`src/rtl/flash_word_fetch_if.sv`:
```
// flash_word_fetch_if: word-fetch request/response bus between requester and flash reader
interface flash_word_fetch_if;
  logic        req_valid;
  logic [23:0] req_addr;
  logic        req_ready;
  logic [31:0] rdata;
  logic        rdata_valid;
  modport master (output req_valid, req_addr, input req_ready, rdata, rdata_valid);
  modport slave (input req_valid, req_addr, output req_ready, rdata, rdata_valid);
endinterface

```
`src/rtl/flash_word_fetch.sv`:
```
// flash_word_fetch: single-I/O SPI flash word reader with wake-up and continuous sequential reads
module flash_word_fetch #(
  parameter int CLK_DIV   = 1,
  parameter int CSB_HIGH  = 4,
  parameter int WAKE_WAIT = 8
) (
  input  logic              clock,
  input  logic              reset,
  flash_word_fetch_if.slave bus,
  output logic              flash_csb,
  output logic              flash_clk,
  output logic              flash_io0,
  input  logic              flash_io1
);
  localparam int WGAP = CSB_HIGH > WAKE_WAIT ? CSB_HIGH : WAKE_WAIT;
  localparam int CW = $clog2((WGAP > 32 ? WGAP : 32) + 1);
  localparam int DW = CLK_DIV > 1 ? $clog2(CLK_DIV) : 1;
  typedef enum logic [2:0] {WAKE, WAKE_GAP, IDLE, CMD, ADDR, DATA, HOLD, CSGAP} state_t;
  state_t state, state_next;
  logic [DW-1:0] div;
  logic [CW-1:0] cnt, bits, gap;
  logic [31:0] sh_out, sh_in, rdata;
  logic [23:0] addr, next_addr, req_word;
  logic shifting, gapping, run, tick, rise, fall, last, gap_done, accept, hit, rdata_valid;
  assign shifting = state == WAKE || state == CMD || state == ADDR || state == DATA;
  assign gapping = state == WAKE_GAP || state == CSGAP;
  // the first cycle after reset keeps csb high, so SCK only runs once the frame is open
  assign run = shifting && !flash_csb;
  assign tick = div == DW'(CLK_DIV - 1);
  assign rise = run && tick && !flash_clk;
  assign fall = run && tick && flash_clk;
  assign bits = state == ADDR ? CW'(24) : state == DATA ? CW'(32) : CW'(8);
  assign last = fall && cnt == bits - CW'(1);
  assign gap = state == WAKE_GAP ? CW'(WGAP) : CW'(CSB_HIGH);
  assign gap_done = cnt + CW'(1) >= gap;
  assign req_word = {bus.req_addr[23:2], 2'b00};
  assign next_addr = addr + 24'd4;
  assign accept = bus.req_valid && bus.req_ready;
  assign hit = req_word == next_addr;
  assign bus.req_ready = state == IDLE || state == HOLD;
  assign bus.rdata = rdata;
  assign bus.rdata_valid = rdata_valid;
  assign flash_io0 = !flash_csb && sh_out[31];
  // state register
  always_ff @(posedge clock or posedge reset)
    if (reset) state <= WAKE;
    else state <= state_next;
  // next-state: each shift phase ends on the falling SCK edge of its last bit
  always_comb begin
    state_next = state;
    case (state)
      WAKE:     state_next = last ? WAKE_GAP : WAKE;
      WAKE_GAP: state_next = gap_done ? IDLE : WAKE_GAP;
      IDLE:     state_next = accept ? CMD : IDLE;
      CMD:      state_next = last ? ADDR : CMD;
      ADDR:     state_next = last ? DATA : ADDR;
      DATA:     state_next = last ? HOLD : DATA;
      HOLD:     state_next = accept ? (hit ? DATA : CSGAP) : HOLD;
      default:  state_next = gap_done ? CMD : CSGAP;
    endcase
  end
  // SPI engine: divider, SCK, bit/gap counter, shift registers and word output
  always_ff @(posedge clock or posedge reset) begin
    if (reset) begin
      flash_csb <= 1'b1;
      flash_clk <= 1'b0;
      div <= '0;
      cnt <= '0;
      sh_out <= {8'hAB, 24'h0};
      sh_in <= '0;
      addr <= '0;
      rdata <= '0;
      rdata_valid <= 1'b0;
    end else begin
      flash_csb <= !(state_next inside {WAKE, CMD, ADDR, DATA, HOLD});
      div <= run && !tick ? div + DW'(1) : '0;
      flash_clk <= run && (tick ? !flash_clk : flash_clk);
      cnt <= gapping ? (gap_done ? '0 : cnt + CW'(1)) : fall ? (last ? '0 : cnt + CW'(1)) : run ? cnt : '0;
      if ((accept && state == IDLE) || (state == CSGAP && gap_done)) sh_out <= {8'h03, 24'h0};
      else if (last && state == CMD) sh_out <= {addr, 8'h0};
      else if (fall) sh_out <= {sh_out[30:0], 1'b0};
      if (rise && state == DATA) sh_in <= {sh_in[30:0], flash_io1};
      if (accept) addr <= req_word;
      rdata_valid <= last && state == DATA;
      if (last && state == DATA) rdata <= {sh_in[7:0], sh_in[15:8], sh_in[23:16], sh_in[31:24]};
    end
  end
endmodule

```
`src/flat_wrapper.sv`:
```
// flat-port wrapper written by rule: the top's interface ports become plain ports
module flash_word_fetch_flat 
#(
  parameter int CLK_DIV   = 1,
  parameter int CSB_HIGH  = 4,
  parameter int WAKE_WAIT = 8
)
  (clock, reset, flash_csb, flash_clk, flash_io0, flash_io1, bus_req_valid, bus_req_addr, bus_req_ready, bus_rdata, bus_rdata_valid);
  flash_word_fetch_if bus_i ();
  input  logic clock;
  input  logic reset;
  output logic flash_csb;
  output logic flash_clk;
  output logic flash_io0;
  input  logic flash_io1;
  input wire logic [$bits(bus_i.req_valid)-1:0] bus_req_valid;
  input wire logic [$bits(bus_i.req_addr)-1:0] bus_req_addr;
  output wire logic [$bits(bus_i.req_ready)-1:0] bus_req_ready;
  output wire logic [$bits(bus_i.rdata)-1:0] bus_rdata;
  output wire logic [$bits(bus_i.rdata_valid)-1:0] bus_rdata_valid;
  assign bus_i.req_valid = bus_req_valid;
  assign bus_i.req_addr = bus_req_addr;
  assign bus_req_ready = bus_i.req_ready;
  assign bus_rdata = bus_i.rdata;
  assign bus_rdata_valid = bus_i.rdata_valid;
  flash_word_fetch #(.CLK_DIV(CLK_DIV), .CSB_HIGH(CSB_HIGH), .WAKE_WAIT(WAKE_WAIT)) u_core (.clock(clock), .reset(reset), .bus(bus_i), .flash_csb(flash_csb), .flash_clk(flash_clk), .flash_io0(flash_io0), .flash_io1(flash_io1));
endmodule
```
`config.mk`:
```
export PLATFORM = sky130hd
export DESIGN_NAME = flash_word_fetch_flat
export DESIGN_NICKNAME = d
export VERILOG_FILES = /design/src/rtl/flash_word_fetch_if.sv /design/src/rtl/flash_word_fetch.sv /design/src/flat_wrapper.sv
export SDC_FILE = /design/constraint.sdc
export NUM_CORES = 1
export LEC_CHECK = 0
export ABC_CLOCK_PERIOD_IN_PS = 6400
export CAP_MARGIN = 40
export CORE_AREA = 5 5 117 119
export CTS_CLUSTER_DIAMETER = 40
export CTS_CLUSTER_SIZE = 25
export DETAILED_ROUTE_END_ITERATION = 7
export DIE_AREA = 0 0 122 124
export PLACE_DENSITY = 0.7
export SYNTH_ARGS = -nofsm -noshare
export SYNTH_HDL_FRONTEND = slang
export SYNTH_SLANG_ARGS = --single-unit
```
`constraint.sdc`:
```
create_clock -name clock -period 6.4 [get_ports clock]
set_input_delay 0.64 -clock clock [delete_from_list [all_inputs] [get_ports clock]]
set_output_delay 0.64 -clock clock [all_outputs]
set_load 0.02 [all_outputs]
```
==> results_dict.tcl <==
set metrics [dict create \
    core_mm2 0.0125 \
    crit_path_start_kind "register" \
    hpwl_mm 8.59 \
    ant_nets 0 \
    synth_top_area_share 0.482 \
    antenna_violations_before_repair 0 \
    final_nets 668 \
    status "finished clean" \
    cts_resized 0 \
    stdcell_area_mm2 0.00725 \
    power.share.sequential 0.414 \
    p_int_mw 1.75 \
    port_buffers 62 \
    clock-root-buffer "sky130_fd_sc_hd__clkbuf_16" \
    ys_types 62 \
    cts-hold-fix-buffers 0 \
    rows 41 \
    power.share.combinational 0.273 \
    timing.final.setup_violations 0 \
    timing.setup.tns_ns 0 \
    placed_cell_area_mm2 0.00674 \
    slew_of_the_pin_with_the_lowest_slew_margin_ns 0.744 \
    critPathSlowestCell "sky130_fd_sc_hd__dfrtp_1" \
    final.hold.worst_slack_ns 0.471 \
    drc_errors 0 \
    critical_path_arrival_ns 3.15 \
    dieHeight_um 124 \
    final_cells 818 \
    clock_latency_ns 0.41 \
    tritoncts.num_buffers 17 \
    clkTransAtPathRegs_ns 0.05 \
    fillers 1080 \
    place.gp.congestion 0.910 \
    crit_path_max_fanout 33 \
    vdd_drop_max_mv 0.221 \
    path_type_of_the_worst_setup_path "reg -> reg" \
    path_cells "and2b_2 > mux2i_2 > or3_4 > or3_1 > buf_4 > inv_2 > nand2_1 > nand2_1" \
    n_antenna_cell 0 \
    count_of_pins_over_their_slew_limit 0 \
    timing.final.crit_period_ns 2.80 \
    drt_wl_total_mm 12.7 \
    clock-sinks 121 \
    drive_gt1_frac 0.166 \
    placed_cells_incl_taps 788 \
    grt_setup_unrepaired "no" \
    number_of_global_route_vias_before_repair 4469 \
    start_util 0.478 \
    max_clock_freq_ghz 0.357 \
    routed-via-count 4327 \
    mostFrequentLayoutCells "sky130_fd_sc_hd__nand2_1, sky130_fd_sc_hd__dfrtp_1, sky130_fd_sc_hd__clkdlybuf4s50_1, sky130_fd_sc_hd__mux2_2, sky130_fd_sc_hd__mux2i_1" \
    max_cap_violations 0 \
    post_synth.cell_area_avg_um2 10.4 \
    first_iter_violations 302 \
    hold_viol_final 0 \
    pwr_density_mw_per_mm2 367 \
    finalClockSkew_ns 0.00687 \
    synth_sequential_area_ratio 0.509 \
    multi_input_comb_area_mm2 0.00273 \
    mappedNetlistNets 608 \
    htree_levels 4 \
    grt_first_pass_wirelength_mm 21.6 \
    synth_top_flop_cell "sky130_fd_sc_hd__dfrtp_1" \
    synth_edf_count 0 \
    postCtsSetupRepairBufs 0 \
    synth_largest_area_cell "sky130_fd_sc_hd__dfrtp_1" \
    number_of_synthesized_register_bits 121 \
    cts_buffer_depth 2 \
    gr-usage-all-layers 0.180 \
    total_leakage_power_nw 3.42 \
    area_growth_pct 21.5 \
    floorplan.die_area_mm2 0.0151 \
    final_common_cell "sky130_fd_sc_hd__nand2_1" \
    p_total_mw 2.66 \
    setup.worst_path.end_class "register" \
    gr_ovfl_total 0 \
    vias_per_cell 5.29 \
    cpPeakStageDelay_ns 0.56 \
    async_flop_share 1.00 \
    clkPwrFrac 0.313 \
    power_switching_share 0.342 \
    first_pass_iters 4 \
    biggest_area_contributors_in_the_synthesized_netlist "sky130_fd_sc_hd__dfrtp_1, sky130_fd_sc_hd__mux2_2, sky130_fd_sc_hd__nand2_1" \
    clock_tree_from_tritoncts "built" \
    p_switching_mw 0.907 \
    routedWlPerCell_um 15.5 \
    layout.area.seq_mm2 0.00304 \
    grt_start_max_net_pins 50 \
    path_common_cell "sky130_fd_sc_hd__nand2_1" \
    yosysWarnings 0 \
    postSynthCellCount 575 \
    crit_required_ns 6.75 \
    chipWidth_um 122 \
    worst_slew_slack_as_a_fraction_of_its_limit 0.500 \
    fin_crit_sh 0.438 \
    pin_count 65 \
    total_standard_cell_area_after_synthesis_mm2 0.00596 \
    worst_hold_path_type "reg -> reg" \
]
[routing by layer]
layer,up-vias,global-route usage,wire [um]
met2,111,0.290,6010
met3,26,0.0595,689
met4,0,0.0784,349
met1,2082,0.223,5610
met5,-,0,0
li1,2108,-,-
[per-stage QoR]
step,util,setup slack (ns)
global route,0.581,3.36
finish,0.581,3.60
CTS,0.581,3.56
floorplan,-,2.56
detailed placement,0.541,3.38
global placement,0.537,3.41
[flip-flops by register name, summed over array words and instances (netlist names)]
register                cells
u_core.flash_clk            1
u_core.addr                22
u_core.flash_csb            1
u_core.bus.rdata_valid      1
u_core.state                3
u_core.sh_in               32
u_core.bus.rdata           32
u_core.div                  1
u_core.cnt                  6
u_core.sh_out              22
[area by class of cell]
type | instances | share of cell area
inverter | 13 | 0.00708
multi-input combinational | 413 | 0.377
tap | 172 | 0.0297
clock buffer | 19 | 0.0597
sequential | 121 | 0.419
timing repair buffer | 69 | 0.0974
clock inverter | 11 | 0.0107
[cells in the mapped netlist, types with 12 or more instances]
cell type / instances
sky130_fd_sc_hd__mux2_2: 55
sky130_fd_sc_hd__xnor2_1: 20
sky130_fd_sc_hd__nand3_1: 14
sky130_fd_sc_hd__o21ai_1: 15
sky130_fd_sc_hd__o21ai_0: 14
sky130_fd_sc_hd__nand2_1: 136
sky130_fd_sc_hd__mux2i_1: 21
sky130_fd_sc_hd__inv_1: 12
sky130_fd_sc_hd__nor2_1: 17
sky130_fd_sc_hd__dfrtp_1: 115
sky130_fd_sc_hd__xor2_1: 14
[final timing paths]
check	from	to	slack, ns	depth (start not counted)
max	u_core.state[2]	u_core.bus.rdata[22]	3.60	8
min	u_core.sh_out[31]	u_core.sh_out[31]	0.47	2
max reg2reg	u_core.state[2]	u_core.bus.rdata[22]	3.60	8
min reg2reg	u_core.sh_out[31]	u_core.sh_out[31]	0.47	2
max in group asynchronous	reset	u_core.sh_in[19]	4.63	4
min in group asynchronous	reset	u_core.state[0]	0.66	2
[cell families after synthesis]
group / count (synthesis) / synth area share
AO/OA/AOI/OAI: 74 / 0.0797
other: 1 / 0.000629
XOR/XNOR: 34 / 0.0499
buffers and inverters: 41 / 0.0334
multiplexers: 77 / 0.141
adder cells (fa/ha/maj): 5 / 0.0105
AND/OR/NAND/NOR: 222 / 0.176
flip-flops: 121 / 0.509
[power groups by stage]
| stage | Sequential (mW) | Combinational (mW) | Clock, mW |
|---|---|---|---|
| global placement | 1.10 | 0.703 | 0 |
| floorplan | 1.03 | 0.626 | 0 |
| CTS | 1.10 | 0.729 | 0.849 |
| finish | 1.10 | 0.725 | 0.831 |
| global route | 1.13 | 0.818 | 0.886 |
| detailed placement | 1.11 | 0.726 | 0 |
[worst max-delay path, delay by kind of cell (launching register included)]
family        cells  cell delay, ns
mux               1            0.20
simple gates      5            1.24
buf+inv           2            0.73
flops             1            0.56
Power figures use the tool's default switching activity.
